`src/rtl/return_addr_stack_pkg.sv`:
```
// Operation decode for the return address stack.
package return_addr_stack_pkg;

   typedef enum logic [2:0] {
      RAS_IDLE,
      RAS_PUSH,
      RAS_POP,
      RAS_REPLACE,
      RAS_FLUSH
   } ras_op_e;

   // Flush wins; a push+pop on an empty stack degrades to a plain push, a lone pop on empty is a no-op.
   function automatic ras_op_e decode_op(input logic push, input logic pop,
                                         input logic flush, input logic empty);
      ras_op_e op;
      op = RAS_IDLE;
      if (flush)                 op = RAS_FLUSH;
      else if (push && pop)      op = empty ? RAS_PUSH : RAS_REPLACE;
      else if (push)             op = RAS_PUSH;
      else if (pop && !empty)    op = RAS_POP;
      return op;
   endfunction

endpackage : return_addr_stack_pkg

```
`src/rtl/rv32i_types_pkg.sv`:
```
// Shared RV32I datapath types.
package rv32i_types_pkg;

   localparam int unsigned XLEN = 32;

   typedef logic [XLEN-1:0] word_t;

endpackage : rv32i_types_pkg

```
`src/rtl/return_addr_stack.sv`:
```
// Fetch-side return address stack with registered mispredict check and saturating statistics.
module return_addr_stack
   import rv32i_types_pkg::*;
   import return_addr_stack_pkg::*;
#(
   parameter int unsigned DEPTH = 8,
   parameter int unsigned CNT_W = 16
) (
   input  logic                     CLK,
   input  logic                     nRST,
   input  logic                     push,
   input  word_t                    push_addr,
   input  logic                     pop,
   output logic                     pred_valid,
   output word_t                    pred_addr,
   input  logic                     flush,
   input  logic                     resolve_valid,
   input  word_t                    resolve_pred_addr,
   input  word_t                    resolve_jalr_addr,
   output logic                     mispredict,
   output logic [$clog2(DEPTH):0]   count,
   output logic [CNT_W-1:0]         mispredict_cnt
);

   localparam int unsigned PTR_W = $clog2(DEPTH);
   localparam int unsigned NUM_W = PTR_W + 1;

   typedef logic [PTR_W-1:0] ras_ptr_t;

   word_t            stack_mem [DEPTH];
   ras_ptr_t         tos_q, tos_d;
   logic [NUM_W-1:0] count_q, count_d;
   logic             mispredict_q, mispredict_d;
   logic [CNT_W-1:0] mis_cnt_q, mis_cnt_d;

   ras_op_e          op_c;
   logic             wr_en_c;
   ras_ptr_t         wr_ptr_c;
   word_t            wr_data_c;

   // Stack pointer, occupancy and entry write control.
   always_comb begin
      tos_d     = tos_q;
      count_d   = count_q;
      wr_en_c   = 1'b0;
      wr_ptr_c  = tos_q;
      wr_data_c = {push_addr[31:1], 1'b0};
      op_c      = decode_op(push, pop, flush, count_q == '0);

      case (op_c)
         RAS_FLUSH: count_d = '0;
         RAS_PUSH: begin
            tos_d    = tos_q + PTR_W'(1);
            wr_ptr_c = tos_q + PTR_W'(1);
            wr_en_c  = 1'b1;
            if (count_q != NUM_W'(DEPTH)) count_d = count_q + NUM_W'(1);
         end
         RAS_POP: begin
            tos_d   = tos_q - PTR_W'(1);
            count_d = count_q - NUM_W'(1);
         end
         RAS_REPLACE: wr_en_c = 1'b1;
         default: ;
      endcase
   end

   // Mispredict detection is independent of flush.
   always_comb begin
      mispredict_d = resolve_valid && (resolve_pred_addr != resolve_jalr_addr);
      mis_cnt_d    = mis_cnt_q;
      if (mispredict_d && (mis_cnt_q != '1)) mis_cnt_d = mis_cnt_q + CNT_W'(1);
   end

   always_ff @(posedge CLK or negedge nRST) begin
      if (!nRST) begin
         tos_q        <= '0;
         count_q      <= '0;
         mispredict_q <= 1'b0;
         mis_cnt_q    <= '0;
      end else begin
         tos_q        <= tos_d;
         count_q      <= count_d;
         mispredict_q <= mispredict_d;
         mis_cnt_q    <= mis_cnt_d;
      end
   end

   // Entry storage carries no reset; validity is tracked by count_q.
   always_ff @(posedge CLK) begin
      if (wr_en_c) stack_mem[wr_ptr_c] <= wr_data_c;
   end

   assign pred_addr      = stack_mem[tos_q];
   assign pred_valid     = (count_q != '0);
   assign count          = count_q;
   assign mispredict     = mispredict_q;
   assign mispredict_cnt = mis_cnt_q;

endmodule : return_addr_stack

```
`config.mk`:
```
export PLATFORM = sky130hd
export DESIGN_NAME = return_addr_stack
export DESIGN_NICKNAME = d
export VERILOG_FILES = /design/src/rtl/return_addr_stack_pkg.sv /design/src/rtl/rv32i_types_pkg.sv /design/src/rtl/return_addr_stack.sv
export SDC_FILE = /design/constraint.sdc
export NUM_CORES = 1
export LEC_CHECK = 0
export ABC_AREA = 1
export BUFFER_PORTS_ARGS = -buffer_cell sky130_fd_sc_hd__buf_2
export CORE_UTILIZATION = 40
export CTS_CLUSTER_SIZE = 40
export DETAILED_ROUTE_END_ITERATION = 16
export PLACE_DENSITY = 0.62
export SYNTH_ARGS = -nofsm -noshare
export SYNTH_HDL_FRONTEND = slang
export SYNTH_SLANG_ARGS = --single-unit
```
`constraint.sdc`:
```
create_clock -name CLK -period 4.7 [get_ports CLK]
set_input_delay 0.47 -clock CLK [delete_from_list [all_inputs] [get_ports CLK]]
set_output_delay 0.47 -clock CLK [all_outputs]
set_load 0.02 [all_outputs]
```
## After elaboration in Yosys (flattened, before gate mapping)

Memories as Yosys holds them, arrays and structs flattened.
Index checks and enable logic that the tools add are counted.

- Bits in writable memories: 248
- Logic and storage cells: 41
- Bits of input ports: 102
- Memories: 1
- Output and inout port bits: 54
- Register bits: 24

Memory list:

| name | words | width | read ports | clocked after memory_dff | wr ports | RTL line | RTL |
|---|---|---|---|---|---|---|---|
| stack_mem | 8 | 31 | 1 | 0 | 1 | return_addr_stack.sv:30 | `word_t stack_mem [DEPTH];` |

- Muxes and demuxes: 12
- Reductions and logical operators: 11
- Add/sub/neg operators: 5
- Eq/ne operators: 8

Operators by type and width:

| operator | number |
|---|---|
| $ne A32 B32 Y1 | 1 |
| $add A16 B1 Y16 const B | 1 |
| $ne A16 B16 Y1 const B | 1 |
| $pmux W4 S3 | 1 |
| $mux W2 | 4 |
| $eq A3 B2 Y1 const B | 2 |
| $mux W3 | 2 |
| $pmux W3 S2 | 1 |
| $add A4 B1 Y4 const B | 1 |
| $logic_and A1 B1 Y1 | 4 |
| $logic_not A4 Y1 | 1 |
| $mux W4 | 1 |
| $ne A4 B4 Y1 const B | 1 |
| $reduce_bool A4 Y1 | 1 |
| $sub A4 B1 Y4 const B | 1 |
| $add A3 B1 Y3 const B | 1 |
| $eq A3 B1 Y1 const B | 1 |
| $eq A3 B3 Y1 const B | 1 |
| $mux W1 | 3 |
| $reduce_bool A3 Y1 | 1 |
| $sub A3 B1 Y3 const B | 1 |
| $ne A2 B2 Y1 const B | 1 |
| $reduce_and A2 Y1 | 1 |
| $reduce_bool A2 Y1 | 1 |
| other kinds (2) | 2 |

## Longest topological paths before layout

- Depth after elaboration: 12
- Gate-level depth with buffers: 12
- Mapped depth without buffers: 11

## Worst setup path after synthesis

No wires, ideal clock.

- Path type: reg-to-reg
- Start point: register tos_q[0]
- End point: memory stack_mem[5][0] in the netlist's numbering, enable pin
- Stages on the path, launching flop included: 11
- Slack: 1377 ps
- Arrival: 2904 ps
- Cells stage by stage: dfrtp_1 buf_4 inv_2 buf_2 clkbuf_1 ha_1 inv_1 o21ai_1 inv_1 nand2_1 nor2_1

- Word-level cells in the longest chain between the ends: 2

Ends and longest elaborated chain:

| item | RTL line | RTL |
|---|---|---|
| start: declaration | return_addr_stack.sv:31 | `ras_ptr_t tos_q, tos_d;` |
| start signal: assignment | return_addr_stack.sv:81 | `tos_q <= tos_d;` |
| $add A3 B1 Y3 | return_addr_stack.sv:54 | `wr_ptr_c = tos_q + PTR_W'(1);` |
| $mux W3 (*) | return_addr_stack.sv:50 | `case (op_c)` |
| end: declaration | return_addr_stack.sv:30 |  |

Mark *: on every way between the ends. The rest lies on a longest branch, timed or not.

## Final worst setup path

- Start point: register tos_q[0]
- End point: output port pred_addr[27]

- Word-level cells in the longest chain between the ends: 1

Ends and longest elaborated chain:

| item | RTL line | RTL |
|---|---|---|
| $mem_v2 Z8 W31 | - |  |
| end: declaration | return_addr_stack.sv:15 | `output word_t pred_addr,` |

No other way between the ends.

==> reports/qor.csv <==
metric,value,unit
ys_seq_area_share,69.4,%
critical_path.cell_chain,"clkinv_2, buf_4, o21ai_0, o22ai_1, nor2_1, a31oi_1, buf_2",
syn_inst,1011,
final_common_cell,edfxtp_1,
cts_inserted_buffers,28,
fillers,2507,
place.gp.congestion,0.848,
ant_nets,0,
slew_violations,0,
num_vias,7785,
crit_required,4.23,ns
wl_per_cell,16.3,microns
insertion_delay,0.55,ns
worst_path_dominant_cell_family,buffers and inverters,
fmax,256,MHz
cp-start-kind,flop,
final_cells,1556,
placed_area,0.0128,sq mm
io_buffers,153,
grt_pass1_wl,39500,microns
async_flop_share,8.82,%
setup_viol,0,
synth_fa_ha_area_share,0.712,%
synthSimpleGateAreaFrac,14.2,%
drive_gt1_share,19.6,%
synth_xor_area_share,3.17,%
worst_pin_slew,0.960,ns
crit_fanout,76,
rows,61,
clockRootBuffer,clkbuf_16,
rsz0062_at_grt,no,
core,0.0282,sq mm
finalNetCount,1264,
hpwlAfterDp,14500,microns
clock-sinks,272,
hp-class,in -> reg,
cpPeakStageDelay,0.69,ns
syn_nets,1119,
clockBufferDepth,3,
cp-end-kind,primary output,
status,finished clean,
drt_iter0_drc,570,
fin_crit,3.91,ns
synthDistinctLibCells,34,
die_h,172,microns
drc,0,
p_leak,5.10,nW
initial_core_util,41.2,%
multi_input_area,0.00323,sq mm
muxShareOfSynthArea,0,%
final-seq-area,0.00805,sq mm
yosys_warnings,0,
max-vdd-ir-drop,377,uV
maxCapViolations,0,
die_w,172,microns
post-route-period-util,83.1,%
mostFrequentLayoutCells,"248 x edfxtp_1, 237 x nor2_1, 153 x buf_2",
ys.flop_type,edfxtp_1,
synth_seq_cells,272,
clk_pin_slew_worst_paths,0.06,ns
syn_to_final_growth,18.2,%
synth_top_family_by_area,simple AND/OR/NAND/NOR gates,
syn_area,0.0116,sq mm
synth-edff-count,248,
slew_headroom,36.0,%
place_inst,1503,
overflow,0,
cts_max_level,1,
cts_tree,done,
ioPinCount,156,
hold_viol_final,0,
antenna_found_initial,4,
wirelength,25400,microns
syn_area_per_cell,11.5,sq um
clock-skew-final,0.00988,ns
grt_max_degree,91,
crit_type,reg -> out,
hold_buffers,1,
track_usage,17.3,%
first_global_vias,7379,
power-per-cell-area,572,mW/mm^2
cp_slowest_cell,buf_4,
critPathBufInv,3,
via_per_inst,5.00,
synth_compound_area_share,9.17,%
setup_tns,0,ns
worstPathArrival,3.44,ns
cts_setup_buffers,0,
dr.pass1.iters,4,
die_area,0.0297,sq mm
fin_area,0.0137,sq mm
cts_resized,0,
layer usage:
metal,vias up,share of wire (%),track usage (%)
li1,3846,-,-
met1,3736,46,23.4
met2,161,48,28.6
met3,40,4.7,3.18
met4,2,1.8,4.50
met5,-,0.039,0
cell type report:
cell class	count	share of cell area, %
flip-flops and latches	272	58.7
multi-input cells	647	23.6
repair buffers	167	6.37
clock buffers	34	5.27
well taps	378	3.45
clock inverters	16	1.48
inverters	40	1.10
diodes	2	0.0365
power by group:
| part | leakage (nW) | internal, mW | switching, mW |
|---|---|---|---|
| logic | 2.09 | 0.789 | 1.76 |
| clock network | 0.450 | 1.32 | 0.909 |
| registers | 2.56 | 2.89 | 0.188 |
Yosys cell counts, types with 2 or more instances:
cell	number	area, sq um
buf_4	6	45.0
xnor2_1	29	254
dfrtp_1	24	601
buf_2	7	35.0
clkbuf_1	33	124
inv_2	3	11.3
buf_1	5	18.8
nand2_1	109	409
edfxtp_1	248	7450
inv_1	37	139
nand3_2	2	20.0
xor2_1	13	114
ha_1	5	62.6
o21ai_1	6	30.0
nand4_1	17	106
o22ai_1	31	194
nor3_1	5	25.0
nor2_1	245	920
nand2_2	3	18.8
a21oi_1	2	10.0
a31oi_1	31	194
nand3_1	15	75.1
o21ai_0	124	621
path summary, 6_finish.rpt:
| path | from | end | slack (ns) | cells after the start |
|---|---|---|---|---|
| max | tos_q[0] | pred_addr[27] | 0.79 | 7 |
| min | push_addr[29] | stack_mem[6][28] | 0.18 | 1 |
| max reg2reg | tos_q[0] | stack_mem[2][14] | 0.93 | 7 |
| min reg2reg | mispredict_cnt[15] | mispredict_cnt[15] | 0.54 | 2 |
| max in group asynchronous | nRST | tos_q[0] | 3.84 | 2 |
| min in group asynchronous | nRST | mispredict_cnt[13] | 0.44 | 2 |
cell families (layout without fill, tap and decap cells):
family                     Yosys count  in the layout
DFF                                272            272
AOI/OAI and AO/OA                  196            196
and+or+nand+nor                    402            402
other                                1              3
adders and majority gates            6              6
xor gates and xnor gates            42             42
buffers and inverters               92            257
sequential cells by signal, indices dropped and copies added (netlist names):
signal	flops
stack_mem	248
tos_q	3
mispredict	1
count	4
mispredict_cnt	16
metrics by stage:
| step | setup slack (ns) | power [mW] | utilization (%) | hold slack (ns) |
|---|---|---|---|---|
| after floorplan | 1.38 | 4.85 | - | 0.174 |
| after global placement | 0.928 | 5.66 | 45.3 | 0.490 |
| after detailed placement | 0.890 | 5.70 | 45.3 | 0.493 |
| after CTS | 0.734 | 7.91 | 48.7 | 0.161 |
| after global routing | 0.624 | 8.28 | 48.7 | 0.173 |
| final | 0.793 | 7.85 | 48.7 | 0.177 |
worst reg2reg max path, stage by stage, from the launching register on:
cell and delay, ns:
dfrtp_4 0.71, clkinv_2 0.67, ha_1 0.57, inv_1 0.04
o21ai_1 0.24, nand2_1 0.19, nor2_4 0.65, buf_4 0.39
Power figures use the tool's default switching activity.
